===== config.mk =====
export PLATFORM = sky130hd
export DESIGN_NAME = instruction_loader_flat
export DESIGN_NICKNAME = d
export VERILOG_FILES = /design/src/rtl/instruction_loader_if.sv /design/src/rtl/instruction_loader.sv /design/src/flat_wrapper.sv
export SDC_FILE = /design/constraint.sdc
export NUM_CORES = 1
export LEC_CHECK = 0
export CAP_MARGIN = 0
export CELL_PAD_IN_SITES_DETAIL_PLACEMENT = 2
export CELL_PAD_IN_SITES_GLOBAL_PLACEMENT = 2
export CORE_MARGIN = 1.5
export CORE_UTILIZATION = 35
export CTS_CLUSTER_SIZE = 30
export DETAILED_ROUTE_END_ITERATION = 10
export GPL_ROUTABILITY_DRIVEN = 0
export PLACE_DENSITY = 0.95
export SYNTH_ARGS = -nofsm -noshare
export SYNTH_HDL_FRONTEND = slang
export SYNTH_SLANG_ARGS = --single-unit

===== constraint.sdc =====
create_clock -name clk -period 4.4 [get_ports clk]
set_clock_uncertainty 0.05 [all_clocks]
set_input_delay 0.44 -clock clk [delete_from_list [all_inputs] [get_ports clk]]
set_output_delay 0.44 -clock clk [all_outputs]
set_load 0.005 [all_outputs]

===== src/rtl/instruction_loader_if.sv =====
// Byte-stream in / instruction-memory write out bundle for instruction_loader.
interface instruction_loader_if;
  logic        start;
  logic        abort;
  logic [7:0]  word_count;
  logic        in_valid;
  logic [7:0]  in_data;
  logic        in_ready;
  logic        mem_we;
  logic [31:0] mem_addr;
  logic [31:0] mem_wdata;
  logic        cpu_hold;
  logic        done;
  logic        checksum_err;

  modport master (
    output start, abort, word_count, in_valid, in_data,
    input  in_ready, mem_we, mem_addr, mem_wdata, cpu_hold, done, checksum_err
  );

  modport slave (
    input  start, abort, word_count, in_valid, in_data,
    output in_ready, mem_we, mem_addr, mem_wdata, cpu_hold, done, checksum_err
  );
endinterface


===== src/rtl/instruction_loader.sv =====
// Loads little-endian byte stream into instruction memory while holding the CPU.
// Define LOADER_CHECKSUM_EN to add a trailing 32-bit checksum (CHECK state).
//
// state | meaning
// IDLE  | waiting for start, CPU running
// RECV  | assembling a 4-byte word
// WRITE | one-cycle memory write of the assembled word
// CHECK | receiving expected checksum (LOADER_CHECKSUM_EN only)
// DONE  | one-cycle completion pulse
module instruction_loader #(
  parameter int DEPTH = 128
) (
  input logic clk,
  input logic rst,
  instruction_loader_if.slave bus
);
  localparam int LEN_W = $clog2(DEPTH + 1);
  localparam int IDX_W = (DEPTH > 1) ? $clog2(DEPTH) : 1;

  localparam logic [2:0] IDLE  = 3'd0;
  localparam logic [2:0] RECV  = 3'd1;
  localparam logic [2:0] WRITE = 3'd2;
  localparam logic [2:0] DONE  = 3'd4;
`ifdef LOADER_CHECKSUM_EN
  localparam logic [2:0] CHECK = 3'd3;
`endif

  logic [2:0]       state;
  logic [LEN_W-1:0] length;
  logic [IDX_W-1:0] word_index;
  logic [1:0]       byte_cnt;
  logic [23:0]      shift;
  logic [31:0]      addr_q;
  logic [31:0]      wdata_q;
  logic             accept;
  logic             last_word;
  logic [31:0]      assembled;

  assign accept    = bus.in_valid && bus.in_ready;
  // Newest byte lands on top; after four bytes the first one sits in [7:0].
  assign assembled = {bus.in_data, shift};
  assign last_word = (LEN_W'(word_index) + LEN_W'(1)) >= length;

`ifdef LOADER_CHECKSUM_EN
  logic [31:0] sum_acc;
  logic        err_q;
  assign bus.in_ready     = (state == RECV) || (state == CHECK);
  assign bus.checksum_err = err_q;
`else
  assign bus.in_ready     = (state == RECV);
  assign bus.checksum_err = 1'b0;
`endif

  // Abort in the WRITE cycle suppresses the strobe as well as the state change.
  assign bus.mem_we    = (state == WRITE) && !bus.abort;
  assign bus.mem_addr  = addr_q;
  assign bus.mem_wdata = wdata_q;
  assign bus.cpu_hold  = (state != IDLE);
  assign bus.done      = (state == DONE);

  always_ff @(posedge clk or posedge rst) begin
    if (rst) begin
      state      <= IDLE;
      length     <= '0;
      word_index <= '0;
      byte_cnt   <= '0;
      shift      <= '0;
      addr_q     <= '0;
      wdata_q    <= '0;
`ifdef LOADER_CHECKSUM_EN
      sum_acc    <= '0;
      err_q      <= 1'b0;
`endif
    end else begin
      case (state)
        IDLE: begin
          if (bus.start && !bus.abort) begin
            state      <= RECV;
            word_index <= '0;
            byte_cnt   <= '0;
            shift      <= '0;
            if (bus.word_count == 8'd0 || int'(bus.word_count) > DEPTH)
              length <= LEN_W'(DEPTH);
            else
              length <= LEN_W'(bus.word_count);
`ifdef LOADER_CHECKSUM_EN
            sum_acc <= '0;
            err_q   <= 1'b0;
`endif
          end
        end
        RECV: begin
          if (bus.abort) begin
            state <= IDLE;
          end else if (accept) begin
            shift    <= assembled[31:8];
            byte_cnt <= byte_cnt + 2'd1;
            if (byte_cnt == 2'd3) begin
              addr_q  <= 32'({word_index, 2'b00});
              wdata_q <= assembled;
              state   <= WRITE;
            end
          end
        end
        WRITE: begin
          if (bus.abort) begin
            state <= IDLE;
          end else begin
`ifdef LOADER_CHECKSUM_EN
            sum_acc <= sum_acc + wdata_q;
`endif
            if (!last_word) begin
              word_index <= word_index + IDX_W'(1);
              state      <= RECV;
            end else begin
`ifdef LOADER_CHECKSUM_EN
              state <= CHECK;
`else
              state <= DONE;
`endif
            end
          end
        end
`ifdef LOADER_CHECKSUM_EN
        CHECK: begin
          if (bus.abort) begin
            state <= IDLE;
          end else if (accept) begin
            shift    <= assembled[31:8];
            byte_cnt <= byte_cnt + 2'd1;
            if (byte_cnt == 2'd3) begin
              if (assembled != sum_acc) err_q <= 1'b1;
              state <= DONE;
            end
          end
        end
`endif
        DONE:    state <= IDLE;
        default: state <= IDLE;
      endcase
    end
  end
endmodule

===== src/flat_wrapper.sv =====
// flat-port wrapper written by rule: the top's interface ports become plain ports
module instruction_loader_flat 
#(
  parameter int DEPTH = 128
)
  (clk, rst, bus_start, bus_abort, bus_word_count, bus_in_valid, bus_in_data, bus_in_ready, bus_mem_we, bus_mem_addr, bus_mem_wdata, bus_cpu_hold, bus_done, bus_checksum_err);
  instruction_loader_if bus_i ();
  input logic clk;
  input logic rst;
  input wire logic [$bits(bus_i.start)-1:0] bus_start;
  input wire logic [$bits(bus_i.abort)-1:0] bus_abort;
  input wire logic [$bits(bus_i.word_count)-1:0] bus_word_count;
  input wire logic [$bits(bus_i.in_valid)-1:0] bus_in_valid;
  input wire logic [$bits(bus_i.in_data)-1:0] bus_in_data;
  output wire logic [$bits(bus_i.in_ready)-1:0] bus_in_ready;
  output wire logic [$bits(bus_i.mem_we)-1:0] bus_mem_we;
  output wire logic [$bits(bus_i.mem_addr)-1:0] bus_mem_addr;
  output wire logic [$bits(bus_i.mem_wdata)-1:0] bus_mem_wdata;
  output wire logic [$bits(bus_i.cpu_hold)-1:0] bus_cpu_hold;
  output wire logic [$bits(bus_i.done)-1:0] bus_done;
  output wire logic [$bits(bus_i.checksum_err)-1:0] bus_checksum_err;
  assign bus_i.start = bus_start;
  assign bus_i.abort = bus_abort;
  assign bus_i.word_count = bus_word_count;
  assign bus_i.in_valid = bus_in_valid;
  assign bus_i.in_data = bus_in_data;
  assign bus_in_ready = bus_i.in_ready;
  assign bus_mem_we = bus_i.mem_we;
  assign bus_mem_addr = bus_i.mem_addr;
  assign bus_mem_wdata = bus_i.mem_wdata;
  assign bus_cpu_hold = bus_i.cpu_hold;
  assign bus_done = bus_i.done;
  assign bus_checksum_err = bus_i.checksum_err;
  instruction_loader #(.DEPTH(DEPTH)) u_core (.clk(clk), .rst(rst), .bus(bus_i));
endmodule

# Word-level counts from Yosys, hierarchy flattened
# Index checks and enable logic that the tools add are counted.
[totals]
regBits = 83
[classes]
add_sub_neg = 3
n_lt_le_gt_ge = 2
n_eq_ne = 11
mux = 20
bitwise_logic = 1
reduce_logical = 15
[ops]
columns = ["cell", "n"]
rows = [
  ["24-bit two-way mux", 3],
  ["24-bit case mux with 2 select lines", 1],
  ["7-bit two-way mux", 3],
  ["3-bit two-way mux", 6],
  ["7-bit case mux with 2 select lines", 1],
  ["4-bit AND reduction", 3],
  ["3-bit case mux with 3 select lines", 1],
  ["7-bit by 1-bit adder with 8-bit output (second input constant)", 1],
  ["8-bit >= comparator", 1],
  ["8-bit > comparator (second input constant)", 1],
  ["8-bit zero test", 1],
  ["8-bit two-way mux", 1],
  ["2-bit inequality test (second input constant)", 4],
  ["7-bit by 1-bit adder with 7-bit output (second input constant)", 1],
  ["2-bit two-way mux", 3],
  ["3-bit inequality test (second input constant)", 2],
  ["2-bit case mux with 2 select lines", 1],
  ["2-bit nonzero test", 2],
  ["3-bit by 1-bit == test with 1-bit output (second input constant)", 1],
  ["3-bit by 2-bit == test with 1-bit output (second input constant)", 1],
  ["3-bit == test (second input constant)", 1],
  ["1-bit logical AND", 3],
  ["3-bit zero test", 1],
  ["3-bit AND reduction", 1],
  ["8 further kinds", 8],
]

# Depth between registers and ports, before layout
[depth]
depth_word = 5
mapped_depth = 11
mapped_depth_nobuf = 10

# Worst setup path after synthesis
# No wires, ideal clock.
[synth_path]
path_kind = "flip-flop to flip-flop"
from = "reg u_core.word_index[0]"
to = "reg u_core.word_index[0]"
arrival_time_ps = 2411
required_time_ps = 4232
setup_slack_ps = 1821
stages_incl_launch_ff = 12
path_cell_list = "dfrtp_1 ha_1 nand2_1 nor2_1 xnor2_1 ha_1 a21o_1 a221o_1 or2_0 buf_6 o21a_4 a21o_1"
[synth_between]
elab_chain_len = 4
[synth_lines]
columns = ["item", "line", "source"]
rows = [
  ["start, declared", "instruction_loader.sv:30", "logic [IDX_W-1:0] word_index;"],
  ["start signal, assigned", "instruction_loader.sv:113", "word_index <= word_index + IDX_W'(1);"],
  ["7-bit by 1-bit adder with 8-bit output / 7-bit by 1-bit adder with 7-bit output (equally long branches)", "instruction_loader.sv:42, instruction_loader.sv:113", ""],
  ["8-bit >= comparator / 7-bit two-way mux (equally long branches)", "instruction_loader.sv:42, instruction_loader.sv:112", ""],
  ["2-bit inequality test (no line) / 7-bit two-way mux (equally long branches)", "--", ""],
  ["4-bit AND reduction (no line) / 7-bit case mux with 2 select lines (equally long branches)", "--", ""],
]
# Several ways; a longest one is shown, not always the timed one. The select of a mux whose other input is x is not followed.
# A chain may end at the register's enable or synchronous reset.

# Worst setup path in the final report
[layout_path]
from = "reg u_core.word_index[2]"
to = "reg u_core.word_index[5]"
# The elaborated chain is that of the path after synthesis.

==> out/metrics.csv <==
stage;metric;value;unit
synthesis;synth_top_family_by_area;multiplexers;
clock_network;ctsHtreeMaxLevel;3;
clock_network;cts_tree;done;
power;power;1517;uW
synthesis;synth.distinct_cells;38;
detailed_routing;drt.antenna.violating_nets;0;
layout;final_cells;500;
detailed_routing;dr.first_iter.drc_count;61;
global_routing;grt_overflow;0;
synthesis;yosys-top-cells-area;dfrtp_1 56%, mux2_2 12%, a22o_1 5.9%;
timing;period_share;71.71;%
worst_setup_path;cp_top_family;simple AND/OR/NAND/NOR gates;
global_routing;grt_use_met3;2.536;%
floorplan;core-area;10280;um^2
status;status;completed;
clock_network;cts.sinks;83;
layout;antenna_cells;0;
synthesis;muxShareOfSynthArea;12.70;%
worst_setup_path;max_stage_delay;0.50;ns
detailed_routing;wl_per_cell;18.78;um
detailed_routing;vias;2496;
worst_setup_path;path_class;flop to flop;
global_routing;grt.total_usage;17.81;%
timing;finalWorstSetupSlack;1.245;ns
detailed_routing;first_pass_iters;4;
worst_setup_path;worstSetupEndpointType;flop;
place;detailedPlacementHpwl;6843;um
worst_setup_path;arrival;3.35;ns
place;pre_cts_ws;1.371;ns
layout;nets;390;
clock_network;cts_buffer_depth;2;
layout;drive_gt1_share;16.48;%
clock_network;cts.repair.resized;0;
global_routing;grt_pass1_vias;2845;
global_routing;busiest_layer;met2;
global_routing;grt_antenna_before_repair;0;
synthesis;synth_top_area_cell;dfrtp_1;
detailed_routing;vias_per_cell;4.992;
floorplan;die_h;105.9;um
clock_network;root_buffer;clkbuf_8;
synthesis;synth.ff_latch_count;83;
worst_hold_path;hold_class;flop to flop;
global_routing;met1_usage;21.76;%
worst_setup_path;cpMaxStageDelayCell;dfrtp_1;
synthesis;synth_ff_type;dfrtp_1;
power;p_leak;0.002142;uW
floorplan;start_util;36.04;%
synthesis;synthDominantCellAreaShare;56.08;%
synthesis;yosys_warnings;0;
timing;report.final.hold_viol_count;0;
floorplan;dieArea;11210;um^2
worst_setup_path;cp_cell_sequence;nand3_1 > nor2_1 > xor2_1 > ha_1 > and3_2 > a221o_1 > or2_0 > o21a_4 > o21ai_1;
place;placed_cell_area;4354;um^2
layout;area_growth;22.33;%
synthesis;syn_area_per_cell;12.43;um^2
flow_run;drv_cap;0;
global_routing;grt_max_degree;53;
timing;setup_viol;0;
clock_network;holdBufCountCts;0;
place;placed_cells;484;
clock_network;clkTransAtPathRegs;0.10;ns
floorplan;std_cell_rows;37;
timing;worst_pin_slew;1.130;ns
worst_setup_path;worstPathRequired;4.59;ns
worst_setup_path;path_buf_inv;0;
synthesis;async_flop_share;100.0;%
synthesis;syn_area;3704;um^2
clock_network;cts_buffers;9;
synthesis;synth-edff-count;0;
global_routing;grt_pass1_wl;15570;um
floorplan;io_pins;90;
timing;setup-tns-final;0;ns
layout;design_area;4531;um^2
floorplan;die_w;105.9;um
layout;mostFrequentLayoutCells;83 x dfrtp_1, 63 x clkdlybuf4s50_1, 38 x mux2_2;
synthesis;syn_inst;298;
clock_network;clkLatencyLatePin;0.35;ns
detailed_routing;wirelength;9392;um
worst_setup_path;worstSetupStartpointType;flop;
timing;fmax;0.3169;GHz
synthesis;synth_compound_area_share;10.57;%
detailed_routing;drc;0;
synthesis;ys_seq_area_share;56.08;%
worst_setup_path;crit_path_max_fanout;8;
timing;slew_violations;0;
place;numPortBuffers;63;
timing;relSlewSlack;24.68;%
power;peakVddDrop;0.0001473;V
global_routing;use_met2;32.70;%
synthesis;synthSimpleGateAreaFrac;7.669;%
synthesis;synthXorXnorAreaFrac;1.182;%
power;powerDensity;334.8;nW/um^2
synthesis;synth_adder_area_share;3.378;%
clock_network;cts_setup_buffers;0;
timing;rsz0062_at_grt;no;
timing;finalCriticalPeriod;3.155;ns
layout;final_common_cell;dfrtp_1;
[path summary, 6_finish.rpt]
path	start	endpoint	slack, ns	cells past startpoint
worst max-delay path	u_core.word_index[2]	u_core.word_index[5]	1.24	9
worst min-delay path	u_core.length[2]	u_core.length[2]	0.45	2
worst max register to register	u_core.word_index[2]	u_core.word_index[5]	1.24	9
worst min register to register	u_core.length[2]	u_core.length[2]	0.45	2
max in group asynchronous	rst	u_core.word_index[6]	2.83	3
min in group asynchronous	rst	u_core.bus.mem_wdata[18]	0.51	2
[sequential cells by signal, indices dropped and copies added, names as in the netlist]
name                  count
u_core.bus.mem_addr       7
u_core.bus.mem_wdata     32
u_core.byte_cnt           2
u_core.length             8
u_core.shift             24
u_core.state              3
u_core.word_index         7
[logic make-up (layout without fill, tap and decap cells)]
kind of cell,Yosys count,count (layout)
buffers and inverters,51,92
AND/OR/NAND/NOR,57,57
multiplexers,42,42
flip-flops,83,83
XOR/XNOR,5,5
AO/OA/AOI/OAI,49,49
adder cells (fa/ha/maj),10,10
other,1,26
[metrics by stage]
| step | utilization (%) | hold WS [ns] |
|---|---|---|
| 4_1_cts | 44.08 | 0.4495 |
| 6_report | 44.08 | 0.4452 |
| 5_1_grt | 44.08 | 0.4832 |
| 2_1_floorplan | - | 0.3998 |
| 3_3_place_gp | 42.37 | 0.4203 |
| 3_5_place_dp | 42.37 | 0.4287 |
[cell type report]
| class | count | area (um^2) |
|---|---|---|
| clock inverters | 6 | 48.80 |
| clock buffers | 10 | 127.6 |
| repair buffers | 65 | 645.6 |
| well taps | 136 | 170.2 |
| inverters | 11 | 42.54 |
| multi-input cells | 189 | 1419 |
| fillers | 1071 | 5747 |
| flip-flops and latches | 83 | 2077 |
[power breakdown]
part | switching (uW) | internal [uW]
Sequential | 32.4 | 805
Clock | 291 | 211
Combinational | 92.8 | 85.1
Total | 416 | 1100
[worst min-delay path: stages (launching register included)]
cell and delay [ns]:
dfrtp_1 0.35, nand2_1 0.05, o21ai_0 0.06
[routing by layer]
| metal | vias up | wire length (um) |
|---|---|---|
| met3 | 9 | 243 |
| met4 | 0 | 75 |
| met2 | 55 | 5158 |
| met1 | 1320 | 3915 |
| met5 | - | 0 |
| li1 | 1112 | - |
[synth_stat cells (all sizes together), types with 2 or more instances]
master / instances
inv: 11
mux2i: 2
nand3: 4
o21ai: 12
nand2: 20
ha: 10
xnor2: 3
nor4: 2
buf: 36
a22o: 25
or4: 2
mux2: 40
nand2b: 8
xor2: 2
a21o: 2
dfrtp: 83
clkbuf: 4
and3: 2
o211ai: 5
nor2: 7
and2: 2
nor3: 5
Power figures use the tool's default switching activity.
